===== src/rtl/seven_seg_scroll_ascii.sv =====
// Scrolling ASCII seven-segment driver with a loadable message buffer.
// Optional blink support is built when SEVEN_SEG_BLINK_EN is defined.
module seven_seg_ascii_decoder (
    input  logic [7:0] i_char,
    output logic [6:0] o_seg
);
    logic [7:0] w_up;
    logic [6:0] w_on;

    always_comb begin
        w_up = i_char;
        if (i_char >= 8'h61 && i_char <= 8'h7A) begin
            w_up = i_char - 8'h20;
        end
    end

    // Active-high {g,f,e,d,c,b,a}; unknown characters are blank.
    always_comb begin
        w_on = 7'h00;
        case (w_up)
            "0": w_on = 7'h3F;
            "1": w_on = 7'h06;
            "2": w_on = 7'h5B;
            "3": w_on = 7'h4F;
            "4": w_on = 7'h66;
            "5": w_on = 7'h6D;
            "6": w_on = 7'h7D;
            "7": w_on = 7'h07;
            "8": w_on = 7'h7F;
            "9": w_on = 7'h6F;
            "A": w_on = 7'h77;
            "B": w_on = 7'h7C;
            "C": w_on = 7'h39;
            "D": w_on = 7'h5E;
            "E": w_on = 7'h79;
            "F": w_on = 7'h71;
            "G": w_on = 7'h3D;
            "H": w_on = 7'h76;
            "I": w_on = 7'h30;
            "J": w_on = 7'h1E;
            "K": w_on = 7'h75;
            "L": w_on = 7'h38;
            "M": w_on = 7'h37;
            "N": w_on = 7'h54;
            "O": w_on = 7'h5C;
            "P": w_on = 7'h73;
            "Q": w_on = 7'h67;
            "R": w_on = 7'h50;
            "S": w_on = 7'h6D;
            "T": w_on = 7'h78;
            "U": w_on = 7'h3E;
            "V": w_on = 7'h1C;
            "W": w_on = 7'h2A;
            "X": w_on = 7'h49;
            "Y": w_on = 7'h6E;
            "Z": w_on = 7'h5B;
            "-": w_on = 7'h40;
            "_": w_on = 7'h08;
            default: w_on = 7'h00;
        endcase
    end

    assign o_seg = ~w_on;
endmodule

module seven_seg_scroll_ascii #(
    parameter int DISPLAY_COUNT = 4,
    parameter int MSG_DEPTH     = 32,
    parameter int SOURCE_FREQ   = 100_000_000,
    parameter int REFRESH_HZ    = 1000,
    parameter int SCROLL_HZ     = 4
) (
    input  logic                     i_clk,
    input  logic                     i_reset,
    input  logic                     i_wr_valid,
    output logic                     o_wr_ready,
    input  logic [7:0]               i_wr_char,
    input  logic                     i_wr_last,
    input  logic                     i_scroll_en,
    input  logic                     i_blink,
    output logic [6:0]               o_segments,
    output logic [DISPLAY_COUNT-1:0] o_enable
);
    localparam int DIG_PER = SOURCE_FREQ / (REFRESH_HZ * DISPLAY_COUNT);
    localparam int SCR_PER = SOURCE_FREQ / SCROLL_HZ;
    localparam int DW  = (DIG_PER > 1) ? $clog2(DIG_PER) : 1;
    localparam int SCW = (SCR_PER > 1) ? $clog2(SCR_PER) : 1;
    localparam int SW  = $clog2(DISPLAY_COUNT);
    localparam int AW  = $clog2(MSG_DEPTH);
    localparam int CW  = AW + 1;

    typedef enum logic [1:0] {
        S_IDLE,
        S_LOAD,
        S_SHOW
    } state_t;

    state_t               r_state;
    state_t               w_state_nxt;
    logic [CW-1:0]        r_count;
    logic [CW-1:0]        r_len;
    logic [AW-1:0]        r_off;
    logic [7:0]           r_buf [MSG_DEPTH];
    logic [DW-1:0]        r_div;
    logic [SW-1:0]        r_scan;
    logic                 r_upd;
    logic [SCW-1:0]       r_st;
    logic [6:0]           r_seg;
    logic [DISPLAY_COUNT-1:0] r_en;

    logic          w_xfer;
    logic          w_first;
    logic          w_commit;
    logic [CW-1:0] w_cnt_nxt;
    logic [AW-1:0] w_wr_idx;
    logic          w_dig_tick;
    logic          w_scr_tick;
    logic          w_scroll;
    logic [CW-1:0] w_off_inc;
    logic [CW-1:0] w_pos;
    logic [CW-1:0] w_sum;
    logic [CW-1:0] w_wrap;
    logic          w_space;
    logic [7:0]    w_char;
    logic [6:0]    w_glyph;
    logic          w_blink_off;
    logic          w_unused;

    assign o_wr_ready = 1'b1;
    assign w_xfer     = i_wr_valid & o_wr_ready;

    always_comb begin
        w_state_nxt = r_state;
        w_first     = w_xfer && (r_state != S_LOAD);
        w_cnt_nxt   = w_first ? CW'(1) : r_count + CW'(1);
        w_commit    = w_xfer && (i_wr_last || (w_cnt_nxt == CW'(MSG_DEPTH)));
        if (w_commit) begin
            w_state_nxt = S_SHOW;
        end else if (w_xfer) begin
            w_state_nxt = S_LOAD;
        end
    end

    assign w_wr_idx = w_first ? '0 : r_count[AW-1:0];

    always_ff @(posedge i_clk or posedge i_reset) begin
        if (i_reset) begin
            r_state <= S_IDLE;
            r_count <= '0;
            r_len   <= '0;
        end else begin
            r_state <= w_state_nxt;
            if (w_xfer) r_count <= w_cnt_nxt;
            if (w_commit) r_len <= w_cnt_nxt;
        end
    end

    always_ff @(posedge i_clk) begin
        if (w_xfer) r_buf[w_wr_idx] <= i_wr_char;
    end

    // Scroll timer free-runs; only a commit realigns it.
    assign w_scr_tick = (r_st == SCW'(SCR_PER - 1));
    assign w_scroll   = (r_state == S_SHOW) && w_scr_tick && i_scroll_en
                        && (r_len > CW'(DISPLAY_COUNT));
    assign w_off_inc  = {1'b0, r_off} + CW'(1);

    always_ff @(posedge i_clk or posedge i_reset) begin
        if (i_reset) begin
            r_st  <= '0;
            r_off <= '0;
        end else begin
            r_st <= (w_commit || w_scr_tick) ? '0 : r_st + SCW'(1);
            if (w_commit) begin
                r_off <= '0;
            end else if (w_scroll) begin
                r_off <= (w_off_inc == r_len) ? '0 : w_off_inc[AW-1:0];
            end
        end
    end

    assign w_dig_tick = (r_div == DW'(DIG_PER - 1));

    always_ff @(posedge i_clk or posedge i_reset) begin
        if (i_reset) begin
            r_div  <= '0;
            r_scan <= '0;
            r_upd  <= 1'b1;
        end else begin
            r_div <= w_dig_tick ? '0 : r_div + DW'(1);
            r_upd <= w_dig_tick;
            if (w_dig_tick) begin
                r_scan <= (r_scan == SW'(DISPLAY_COUNT - 1)) ? '0 : r_scan + SW'(1);
            end
        end
    end

    // Scan index s drives anode s, which is window position DISPLAY_COUNT-1-s.
    assign w_pos   = CW'(DISPLAY_COUNT - 1) - CW'(r_scan);
    assign w_sum   = {1'b0, r_off} + w_pos;
    assign w_wrap  = (w_sum >= r_len) ? w_sum - r_len : w_sum;
    assign w_space = (r_len <= CW'(DISPLAY_COUNT)) && (w_pos >= r_len);
    assign w_char  = w_space ? 8'h20 : r_buf[w_wrap[AW-1:0]];

    seven_seg_ascii_decoder u_dec (
        .i_char (w_char),
        .o_seg  (w_glyph)
    );

`ifdef SEVEN_SEG_BLINK_EN
    assign w_blink_off = i_blink && (r_st >= SCW'(SCR_PER / 2));
    assign w_unused    = w_wrap[CW-1];
`else
    assign w_blink_off = 1'b0;
    assign w_unused    = ^{w_wrap[CW-1], i_blink};
`endif

    always_ff @(posedge i_clk or posedge i_reset) begin
        if (i_reset) begin
            r_seg <= 7'h7F;
            r_en  <= '1;
        end else if (r_upd) begin
            r_en  <= ~(DISPLAY_COUNT'(1) << r_scan);
            r_seg <= ((r_state == S_SHOW) && !w_blink_off) ? w_glyph : 7'h7F;
        end
    end

    assign o_segments = r_seg;
    assign o_enable   = r_en;
endmodule


===== config.mk =====
export PLATFORM = sky130hd
export DESIGN_NAME = seven_seg_scroll_ascii
export DESIGN_NICKNAME = d
export VERILOG_FILES = /design/src/rtl/seven_seg_scroll_ascii.sv
export SDC_FILE = /design/constraint.sdc
export NUM_CORES = 1
export LEC_CHECK = 0
export CAP_MARGIN = 20
export CORE_MARGIN = 4
export CORE_UTILIZATION = 30
export DETAILED_ROUTE_END_ITERATION = 12
export GPL_TIMING_DRIVEN = 1
export PLACE_DENSITY = 0.54
export SKIP_LAST_GASP = 1
export SYNTH_ARGS = -nofsm -noshare
export SYNTH_HDL_FRONTEND = slang
export SYNTH_SLANG_ARGS = --single-unit
export TNS_END_PERCENT = 50

===== constraint.sdc =====
create_clock -name i_clk -period 5.7 [get_ports i_clk]
set_clock_uncertainty 0.2 [all_clocks]
set_input_delay 0.57 -clock i_clk [delete_from_list [all_inputs] [get_ports i_clk]]
set_output_delay 0.57 -clock i_clk [all_outputs]
set_load 0.02 [all_outputs]

==> results.toml <==
[power_and_ir_drop]
power.leakage_uw = 0.006822
ir_worst_vdd_uv = 329.8
p_per_area_nw_per_um2 = 619.6

[critical_path]
slowest_stage = "o211ai_1"
crit_type = "flop to flop"
cpMostUsedCell = "inv_1"
cpPeakStageDelay_ns = 0.38
crit_chain = "inv_1 -> ha_1 -> inv_1 -> fa_2 -> xor2_2 -> inv_1 -> ha_4 -> buf_4 -> a21o_1 -> or3_1 -> o211ai_1 -> nand2_1 -> buf_12 -> mux2_2 -> o22ai_1 -> o211ai_1 -> nand4_1 -> ha_1 -> nor2_2 -> nand3_1 -> a311oi_2 -> o32ai_2 -> o2111a_2 -> a221oi_2"
critPathLaunchType = "flop"
crit_fanout = 18
required_ns = 5.97
cp-end-kind = "flop"
cp.arrival_ns = 5.80

[logic_synthesis]
syn_area_um2 = 15540
syn_nets = 1311
ys_ff_latch = 329
yosysSeqAreaShare_pct = 61.34
syn_area_per_cell_um2 = 12.26
syn_inst = 1267
async_reset_ff_share_pct = 22.19
synth_ff_type = "edfxtp_1"
ys_warn_count = 0
synth-edff-count = 256
synth_cell_types = 93

[min_path]
hold_path_class = "flop to flop"

[sta]
drv_slew = 0
whs_ns = 0.2651
fin_ws_ns = 0.1635
finalCriticalPeriod_ns = 5.537
worst_pin_slew_ns = 1.036
fmax_mhz = 180.6
finalSetupTns_ns = 0
post-route-period-util_pct = 97.13
hold_viol = 0
setup-violations-final = 0
worst_slew_margin_rel_pct = 30.65

[routing]
via_per_inst = 5.186
routed_wl_mm = 44.35
drt-initial-drc-count = 1020
num_vias = 10880
ant_nets = 0
wl_per_cell_um = 21.14
drc_errors = 0
drt-pass1-iter-count = 5

[outcome]
status = "finished, final reports clean"

[clock_tree]
cts_buffer_depth = 3
cts_tree = "built"
clk_latency_ns = 0.55
htree_levels = 2
cts_made_buffers = 38
cts.clk_slew.worst_paths_ns = 0.07
cts_sinks = 329
cts_root_buf = "clkbuf_16"

[layout]
syn_to_final_growth_pct = 20.23
layout.nets = 1432
final_common_cell = "edfxtp_1"
drive_above_1_share_pct = 19.39
final_cell_mix = "edfxtp_1 (256), nand2_1 (117), buf_4 (114)"
diodes = 0

[grt]
grt_usage_pct = 15.27
grt_pass1_vias = 10640
grt_overflow = 0
grt_pass1_wl_mm = 66.04
antenna_found_initial = 1
grt_max_degree = 74

[die]
die_y_um = 235.6
boundaryPins = 26
dieArea_um2 = 55490
initial_core_util_pct = 30.28
die_w_um = 235.6
rows = 83
core_area_um2 = 51300

[place]
io_buffers = 23
place_ws_ns = -0.07276
gp_congestion = 0.8850
dpl.hpwl_mm = 29.39

[flow_run]
maxCapViolCount = 0
==> worst paths after layout <==
path,slack (ns),start,cells past startpoint,to
min in group asynchronous,0.44,i_reset,3,r_div[3]$_DFF_PP0_
worst min register to register,0.27,o_enable[0]$_DFFE_PP1P_,2,o_enable[0]$_DFFE_PP1P_
max in group asynchronous,4.25,i_reset,3,r_len[2]$_DFFE_PP0P_
worst max-delay path,0.16,r_scan[0]$_DFFE_PP0P_,24,o_segments[6]$_DFFE_PP1P_
worst min-delay path,0.27,o_enable[0]$_DFFE_PP1P_,2,o_enable[0]$_DFFE_PP1P_
worst max register to register,0.16,r_scan[0]$_DFFE_PP0P_,24,o_segments[6]$_DFFE_PP1P_
==> synthesized netlist by cell type (5+ instances only) <==
cell / number / area (um2)
o21ai_0: 45 / 225.2
o31ai_1: 5 / 37.54
nand2_1: 120 / 450.4
buf_2: 26 / 130.1
dfstp_2: 12 / 315.3
xnor2_1: 21 / 183.9
o211ai_1: 11 / 82.58
nor4_1: 8 / 50.05
a21o_1: 6 / 45.04
and3_1: 35 / 219.0
xor2_1: 31 / 271.5
a21oi_1: 40 / 200.2
a211oi_1: 31 / 232.7
nor2b_1: 5 / 31.28
inv_1: 32 / 120.1
mux2_2: 19 / 214.0
nand3_1: 87 / 435.4
buf_6: 12 / 135.1
buf_4: 10 / 75.07
nand4_1: 19 / 118.9
nor3_1: 10 / 50.05
mux2i_1: 48 / 480.5
dfrtp_1: 61 / 1526
nor2_1: 114 / 427.9
o221ai_1: 10 / 87.58
o22ai_1: 11 / 68.82
a31oi_1: 8 / 50.05
or3_1: 7 / 43.79
or4_1: 5 / 37.54
edfxtp_1: 256 / 7687
clkbuf_1: 20 / 75.07
ha_1: 28 / 350.3
==> through the flow <==
step / power (uW) / instance area (um2) / util, % / std cells
2_1_floorplan: 6593 / 15540 / - / 1267
3_3_place_gp: 8950 / 17230 / 33.59 / 2020
3_5_place_dp: 8953 / 17260 / 33.64 / 2021
4_1_cts: 11310 / 18440 / 35.95 / 2092
5_1_grt: 12140 / 18680 / 36.41 / 2098
6_report: 11570 / 18680 / 36.41 / 2098
==> report_power, final <==
part	switching [uW]	total (uW)	internal, uW
logic	3880	6540	2660
clock network	1000	2280	1280
registers	62.6	2750	2690
==> per-layer routing <==
layer	global-route usage [%]	share of wire, %	wire length [um]	up-vias
met5	0	0	0	-
met4	4.556	2.9	1264	0
met3	2.542	5.9	2634	77
met2	25.66	48	21360	370
met1	20.38	43	19090	5423
li1	-	-	-	5011
==> critical path: cells and delay by family (launching register included) <==
family	cells	cell delay [ns]
buf+inv	5	0.59
compound gates	8	1.70
mux	1	0.28
fa+ha+maj	4	1.08
simple gates	5	1.07
flops	1	0.37
xor+xnor	1	0.16
==> final cells by class <==
cell class | count | area, um2
sequential | 329 | 9529
inverter | 33 | 123.9
tap | 680 | 850.8
fill | 4971 | 32620
multi-input combinational | 833 | 5647
clock inverter | 15 | 105.1
clock buffer | 55 | 1036
timing repair buffer | 153 | 1388
==> flip-flops by register name (all words and copies together) (netlist names), 4 cells and up <==
name	cells
o_enable	4
o_segments	7
r_div	15
r_len	6
r_off	5
r_count	6
r_buf	256
r_st	25
==> what timing repair did <==
action / in CTS / in global routing
gates cloned: 0 / 1
hold buffers: 0 / 0
pin swaps: 2 / 11
endpoints found under the setup margin: 7 / 7
setup buffers: 1 / 4
resized for setup: 8 / 40
==> kinds of logic (layout without fill, tap and decap cells) <==
group | after synthesis | after routing | share of synthesized area, %
simple gates | 441 | 441 | 13.72
flops | 329 | 329 | 61.34
compound gates | 242 | 242 | 11.36
buf+inv | 105 | 256 | 3.648
mux | 67 | 67 | 4.470
xor+xnor | 52 | 52 | 2.931
fa+ha+maj | 30 | 30 | 2.513
other cells | 1 | 1 | 0.02414
Note: power is estimated with default switching activity, not from simulation.
